### src/rtl/serial_subtractor_ctrl.sv
// serial_subtractor_ctrl
// Bit-serial subtractor: computes a - b (unsigned, modulo 2^WIDTH) LSB first,
// one bit per clock, using a single borrow-chained subtractor cell.
//
// Ports:
//   clk_i         rising-edge clock
//   rst_ni        synchronous active-low reset
//   start_i       operation request, honoured only while idle
//   a_i, b_i      minuend / subtrahend, captured on the accepting edge
//   busy_o        high while an operation is in flight (SHIFT or DONE)
//   done_o        one-cycle pulse when diff_o / borrow_out_o are updated
//   diff_o        (a - b) mod 2^WIDTH of the last completed operation
//   borrow_out_o  borrow out of the MSB (1 iff a < b)
module serial_subtractor_ctrl #(
  parameter int WIDTH = 8
) (
  input  logic             clk_i,
  input  logic             rst_ni,
  input  logic             start_i,
  input  logic [WIDTH-1:0] a_i,
  input  logic [WIDTH-1:0] b_i,
  output logic             busy_o,
  output logic             done_o,
  output logic [WIDTH-1:0] diff_o,
  output logic             borrow_out_o
);

  localparam int CW = $clog2(WIDTH + 1);
  localparam logic [CW-1:0] LAST_BIT = CW'(WIDTH - 1);

  typedef enum logic [1:0] {
    ST_IDLE  = 2'd0,
    ST_SHIFT = 2'd1,
    ST_DONE  = 2'd2
  } state_e;

  // Subtractor cell: returns {borrow_out, difference_bit}.
  function automatic logic [1:0] sub_cell(input logic a, input logic b, input logic bin);
    logic d;
    logic bout;
    d    = a ^ b ^ bin;
    bout = (~a & b) | (~(a ^ b) & bin);
    return {bout, d};
  endfunction

  state_e           state_q, state_d;
  logic [WIDTH-1:0] a_q, a_d;
  logic [WIDTH-1:0] b_q, b_d;
  logic [WIDTH-1:0] res_q, res_d;
  logic             borrow_q, borrow_d;
  logic [CW-1:0]    cnt_q, cnt_d;
  logic             busy_q, busy_d;
  logic             done_q, done_d;
  logic [WIDTH-1:0] diff_q, diff_d;
  logic             bout_q, bout_d;

  logic [1:0]       cell_s;
  logic [WIDTH-1:0] res_shift_s;

  // Next-state, datapath and output-register logic.
  always_comb begin
    state_d  = state_q;
    a_d      = a_q;
    b_d      = b_q;
    res_d    = res_q;
    borrow_d = borrow_q;
    cnt_d    = cnt_q;
    diff_d   = diff_q;
    bout_d   = bout_q;

    cell_s = sub_cell(a_q[0], b_q[0], borrow_q);
    // New bit enters at the MSB; after WIDTH shifts bit 0 sits at the LSB.
    res_shift_s = res_q >> 1;
    res_shift_s[WIDTH-1] = cell_s[0];

    case (state_q)
      ST_IDLE: begin
        if (start_i) begin
          state_d  = ST_SHIFT;
          a_d      = a_i;
          b_d      = b_i;
          res_d    = '0;
          borrow_d = 1'b0;
          cnt_d    = '0;
        end else begin
          state_d  = ST_IDLE;
        end
      end
      ST_SHIFT: begin
        a_d      = a_q >> 1;
        b_d      = b_q >> 1;
        res_d    = res_shift_s;
        borrow_d = cell_s[1];
        cnt_d    = cnt_q + CW'(1);
        if (cnt_q == LAST_BIT) begin
          // Result becomes visible only once complete.
          state_d = ST_DONE;
          diff_d  = res_shift_s;
          bout_d  = cell_s[1];
        end else begin
          state_d = ST_SHIFT;
        end
      end
      ST_DONE: begin
        state_d = ST_IDLE;
      end
      default: begin
        state_d = ST_IDLE;
      end
    endcase

    busy_d = (state_d != ST_IDLE);
    done_d = (state_d == ST_DONE);
  end

  // State and datapath registers with synchronous active-low reset.
  always_ff @(posedge clk_i) begin
    if (!rst_ni) begin
      state_q  <= ST_IDLE;
      a_q      <= '0;
      b_q      <= '0;
      res_q    <= '0;
      borrow_q <= 1'b0;
      cnt_q    <= '0;
      busy_q   <= 1'b0;
      done_q   <= 1'b0;
      diff_q   <= '0;
      bout_q   <= 1'b0;
    end else begin
      state_q  <= state_d;
      a_q      <= a_d;
      b_q      <= b_d;
      res_q    <= res_d;
      borrow_q <= borrow_d;
      cnt_q    <= cnt_d;
      busy_q   <= busy_d;
      done_q   <= done_d;
      diff_q   <= diff_d;
      bout_q   <= bout_d;
    end
  end

  assign busy_o       = busy_q;
  assign done_o       = done_q;
  assign diff_o       = diff_q;
  assign borrow_out_o = bout_q;

endmodule

### config.mk
export PLATFORM = sky130hd
export DESIGN_NAME = serial_subtractor_ctrl
export DESIGN_NICKNAME = d
export VERILOG_FILES = /design/src/rtl/serial_subtractor_ctrl.sv
export SDC_FILE = /design/constraint.sdc
export NUM_CORES = 1
export LEC_CHECK = 0
export ABC_AREA = 1
export BUFFER_PORTS_ARGS = -buffer_cell sky130_fd_sc_hd__buf_2
export CAP_MARGIN = 25
export CORE_MARGIN = 3
export CORE_UTILIZATION = 50
export CTS_CLUSTER_SIZE = 40
export DETAILED_ROUTE_END_ITERATION = 16
export GPL_TIMING_DRIVEN = 0
export MAX_ROUTING_LAYER = met4
export PLACE_DENSITY = 0.77
export SYNTH_ARGS = -nofsm -noshare
export SYNTH_HDL_FRONTEND = slang
export SYNTH_SLANG_ARGS = --single-unit
### constraint.sdc
create_clock -name clk_i -period 1.4 [get_ports clk_i]
set_input_delay 0.28 -clock clk_i [delete_from_list [all_inputs] [get_ports clk_i]]
set_output_delay 0.28 -clock clk_i [all_outputs]
set_load 0.005 [all_outputs]
Word-level counts from Yosys, hierarchy flattened
Cells that the tools add are included.
Widths: inputs -> output; s select.

word-level totals
  bits in registers = 42
  bits in latches = 0
  bits in writable memories = 0
  memory bits (read-only) = 0
  input port bits = 19
  output and inout port bits = 11
  word-level logic and storage cells = 40
  memories kept = 0

cells by class
  add/subtract/negate cells = 1
  multipliers = 0
  divide/modulo/power cells = 0
  order comparisons = 0
  eq/ne operators = 4
  shift operators = 0
  multiplexer cells = 13
  bitwise operators = 7
  reduce and logical (&&, ||, !) cells = 5

operators with widths
  cell                 count
  $pmux 8 s2           3
  $mux 8               3
  $pmux 4 s2           1
  $add 4x1->4 const B  1
  $eq 4x3->1 const B   1
  $mux 4               1
  $pmux 2 s2           1
  $reduce_and 2->1     2
  $reduce_bool 2->1    2
  $and 1x1->1          2
  $eq 2x1->1 const B   1
  $eq 2x2->1 const B   1
  $logic_not 2->1      1
  $mux 1               2
  $mux 2               1
  $ne 2x2->1 const B   1
  $not 1->1            2
  $pmux 1 s2           1
  $xor 1x1->1          2
  $or 1x1->1           1

Depth between registers and ports, before layout
  depth in word-level cells = 5
  gate-level depth with buffers = 8
  mapped depth without buffers = 7

Least setup slack after synthesis
No wires, ideal clock.

  kind = register -> register
  start = register cnt_q[0]
  end = register diff_q[0], in the netlist diff_o[0]
  library setup time = 0.071 ns
  data arrival time = 1.162 ns
  required time = 1.329 ns
  path slack = 0.167 ns
  stages on the path, launching flop included = 8
  path buffers = 1
  period minus slack after synthesis = 1.233 ns
  cell sequence = dfxtp_1 ha_1 nand2_1 nor2_1 nand2_1 clkbuf_1 nand2_1 a21oi_1

between the ends
  longest elaborated chain between the ends = 2

RTL lines
  what                               RTL line  source
  from (decl)                        51        logic [CW-1:0] cnt_q, cnt_d;
  from (signal assigned)             135       cnt_q <= cnt_d;
  $eq 4x3->1                         95        if (cnt_q == LAST_BIT) begin
  $reduce_and 2->1 (no source line)  n/a
  to (signal assigned)               138       diff_q <= diff_d;
  to (decl)                          54        logic [WIDTH-1:0] diff_q, diff_d;

Every way passes these cells.
A chain may end at the register's enable or synchronous reset.

Worst setup path in the final report
  start = register cnt_q[1]
  end = register diff_q[0], in the netlist diff_o[0]

The elaborated chain is that of the path after synthesis.

==> qor.txt <==
Sequential share of the synthesized area -> 47.7%
Top achievable clock speed -> 0.775 GHz
HP Start -> b_i[7]
Vias/cell -> 4.87
Commonest non-fill, non-tap cells in the layout -> 75 x nand2_1, 40 x dfxtp_1, 37 x nand3_1
Ports -> 30
Synth top area cells -> dfxtp_1 48%, nand2_1 17%, nand3_1 11%
Slew headroom -> 64.9%
Launch point of the critical path -> cnt_q[1]
Lkg Pwr -> 0.957 nW
WS Path Type -> register to register
Post-synth cell types -> 18
Crit path top cell by count -> nand2_2
Crit-path cells -> ha_1, nand2_2, nor2_4, nand2_2, buf_6, nand2_1, a21oi_1
Fin util -> 63.0%
Number of diodes -> 0
Slew Limit Fails -> 0
R2r endpoint -> diff_o[0]
Fin cells -> 324
TritonCTS Buffers -> 5
Status -> finished, final reports clean
Die Width -> 64.7 um
Htree depth -> 2
Slew @ Worst Pin -> 0.527 ns
Chip Height -> 64.7 um
Yosys warns -> 0
Port-buffer cells -> 27
Nets -> 300
Std-Cell Core Area -> 3180 sq um
Design area -> 2000 sq um
Max VDD drop -> 0.789 mV
Reg clk slew, reported paths -> 0.11 ns
Fin crit share -> 92.2%
Worst R2R Start -> cnt_q[1]
Hold slack final -> 0.188 ns
Slowest stage delay, CP -> 0.38 ns
Critical path arrival -> 1.51 ns
CP top delay family -> flip-flops
Clock Skews -> 0.00924 ns
Final Setup Violations -> 0
Placed cell count -> 314
DRT Wirelength -> 3710 um
Final Hold Vio Count -> 0
Initial core utilization -> 54.1%
Critical path endpoint category -> register
Critical path's slowest cell -> dfxtp_1
Total power -> 2.04 mW
DR pass1 iterations -> 4
Initial drt markers -> 103
Initial antenna violation count -> 0
Avg Cell Area, Syn -> 7.08 sq um
Last element of the critical path -> diff_o[0]
Max-Cap Viols -> 0
All-Layer GR Usage -> 19.5%
Pin count of the biggest net entering global routing -> 12
Area Growth Syn to Fin -> 16.4%
Num rows -> 20
DP Wirelength -> 2500 um
Req. time, crit path -> 1.62 ns
DRC Markers -> 0
CTS root buf -> clkbuf_4
Crit path max fanout -> 10
CP bufs+invs -> 1
Top cell type's share of synthesized area -> 47.7%
Average wire per standard cell -> 11.4 um
Yosys top cell by area -> dfxtp_1
PwrDens -> 1020 nW/um^2
CTS Buffer Depth -> 2
Crit path time final -> 1.29 ns
Most common cell after layout, fill and taps aside -> nand2_1
Placement Cell Area -> 1910 sq um
Antenna viol nets, final -> 0
R2R depth -> 7
RSZ-0062 raised after global routing -> false
TritonCTS clock tree -> built
Hold_buf cts -> 0
Global-route wire length before repair -> 6170 um
Skew-Pair Late Insertion Delay -> 0.34 ns
Post-Syn Area -> 1720 sq um
Net Count, Synth -> 264
Mapped Cells -> 243
TritonCTS Sinks -> 41
Via count -> 1577
Stages on worst setup path -> 7
#FFs+latches synth -> 41
Vias in the first global route -> 1367
Sequential cell area -> 822 sq um
Layout cells sized above 1 -> 18.6%
Hold Crit Class -> primary input to register
Die area -> 4180 sq um
Routability Congestion -> 0.766
Area of the multi-input gates -> 762 sq um
Fillcell total -> 307
Grt ovf -> 0
Reg2reg setup slack -> 0.11 ns
CP Launch Type -> register
## power breakdown
part	total, mW	switching, mW	internal, mW
logic	0.249	0.154	0.0943
clock network	0.561	0.360	0.201
registers	1.23	0.0222	1.21
total	2.04	0.537	1.50
## cells in the mapped netlist, drive strengths merged
| library cell | count |
|---|---|
| a21oi | 15 |
| dfxtp | 41 |
| fa | 1 |
| ha | 1 |
| buf | 10 |
| nor2 | 30 |
| o21ai | 3 |
| nand3 | 37 |
| inv | 23 |
| clkbuf | 2 |
| nand2 | 80 |
## state kept, by name (all words and copies together), names as in the netlist
| signal | count |
|---|---|
| cnt_q | 4 |
| done_o | 1 |
| diff_o | 8 |
| b_q | 8 |
| borrow_out_o | 1 |
| borrow_q | 1 |
| res_q | 7 |
| busy_o | 1 |
| state_q | 2 |
| a_q | 8 |
## cells by family after synthesis
logic type               count (synthesis)  synth area share [%]
buffers and inverters                   35                  9.53
flip-flops                              41                  47.7
adder cells (fa/ha/maj)                  2                  1.89
AND/OR/NAND/NOR                        147                  35.6
AO/OA/AOI/OAI                           18                  5.24
## worst register-to-register path, delay by kind of cell, from the launching register on
| kind | cells | cell delay, ns |
|---|---|---|
| compound gates | 1 | 0.05 |
| fa+ha+maj | 1 | 0.19 |
| flops | 1 | 0.38 |
| simple gates | 4 | 0.39 |
| buf+inv | 1 | 0.16 |
## final cells by class
class / count / share of cell area [%]
multi-input combinational: 168 / 38.1
buffer: 12 / 4.25
inverter: 23 / 4.31
timing repair buffer: 28 / 7.13
tap: 44 / 2.75
sequential: 41 / 41.1
clock buffer: 8 / 2.44
## worst min-delay path by stage
stage	endpoint	slack [ns]	cells past startpoint
finish	b_q[7]	0.19	3
global route	a_q[7]	0.18	3
CTS	a_q[7]	0.18	3
detailed placement	a_q[7]	0.46	2
global placement	borrow_q	0.45	2
floorplan	a_q[7]	0.43	2
## per-stage QoR
stage / setup TNS (ns) / setup WS (ns)
after floorplan: 0 / 0.167
after global placement: -0.212 / -0.0462
after detailed placement: -0.475 / -0.0899
final: 0 / 0.109
after CTS: 0 / 0.0311
after global routing: 0 / 0.000245
## routing by layer
layer	share of wire (%)	routed length, um	GRT usage [%]
met4	1.5	57	7.92
met2	44	1640	28.1
met3	4.4	164	3.64
met1	50	1850	26.8
met5	0	0	-
## what timing repair did
action / in CTS / in global routing
cloned: 0 / 1
setup endpoints to repair: 10 / 23
buffers inserted: 0 / 1
pin swaps: 0 / 2
gates resized for setup: 3 / 8
(Power assumes the default switching activity.)
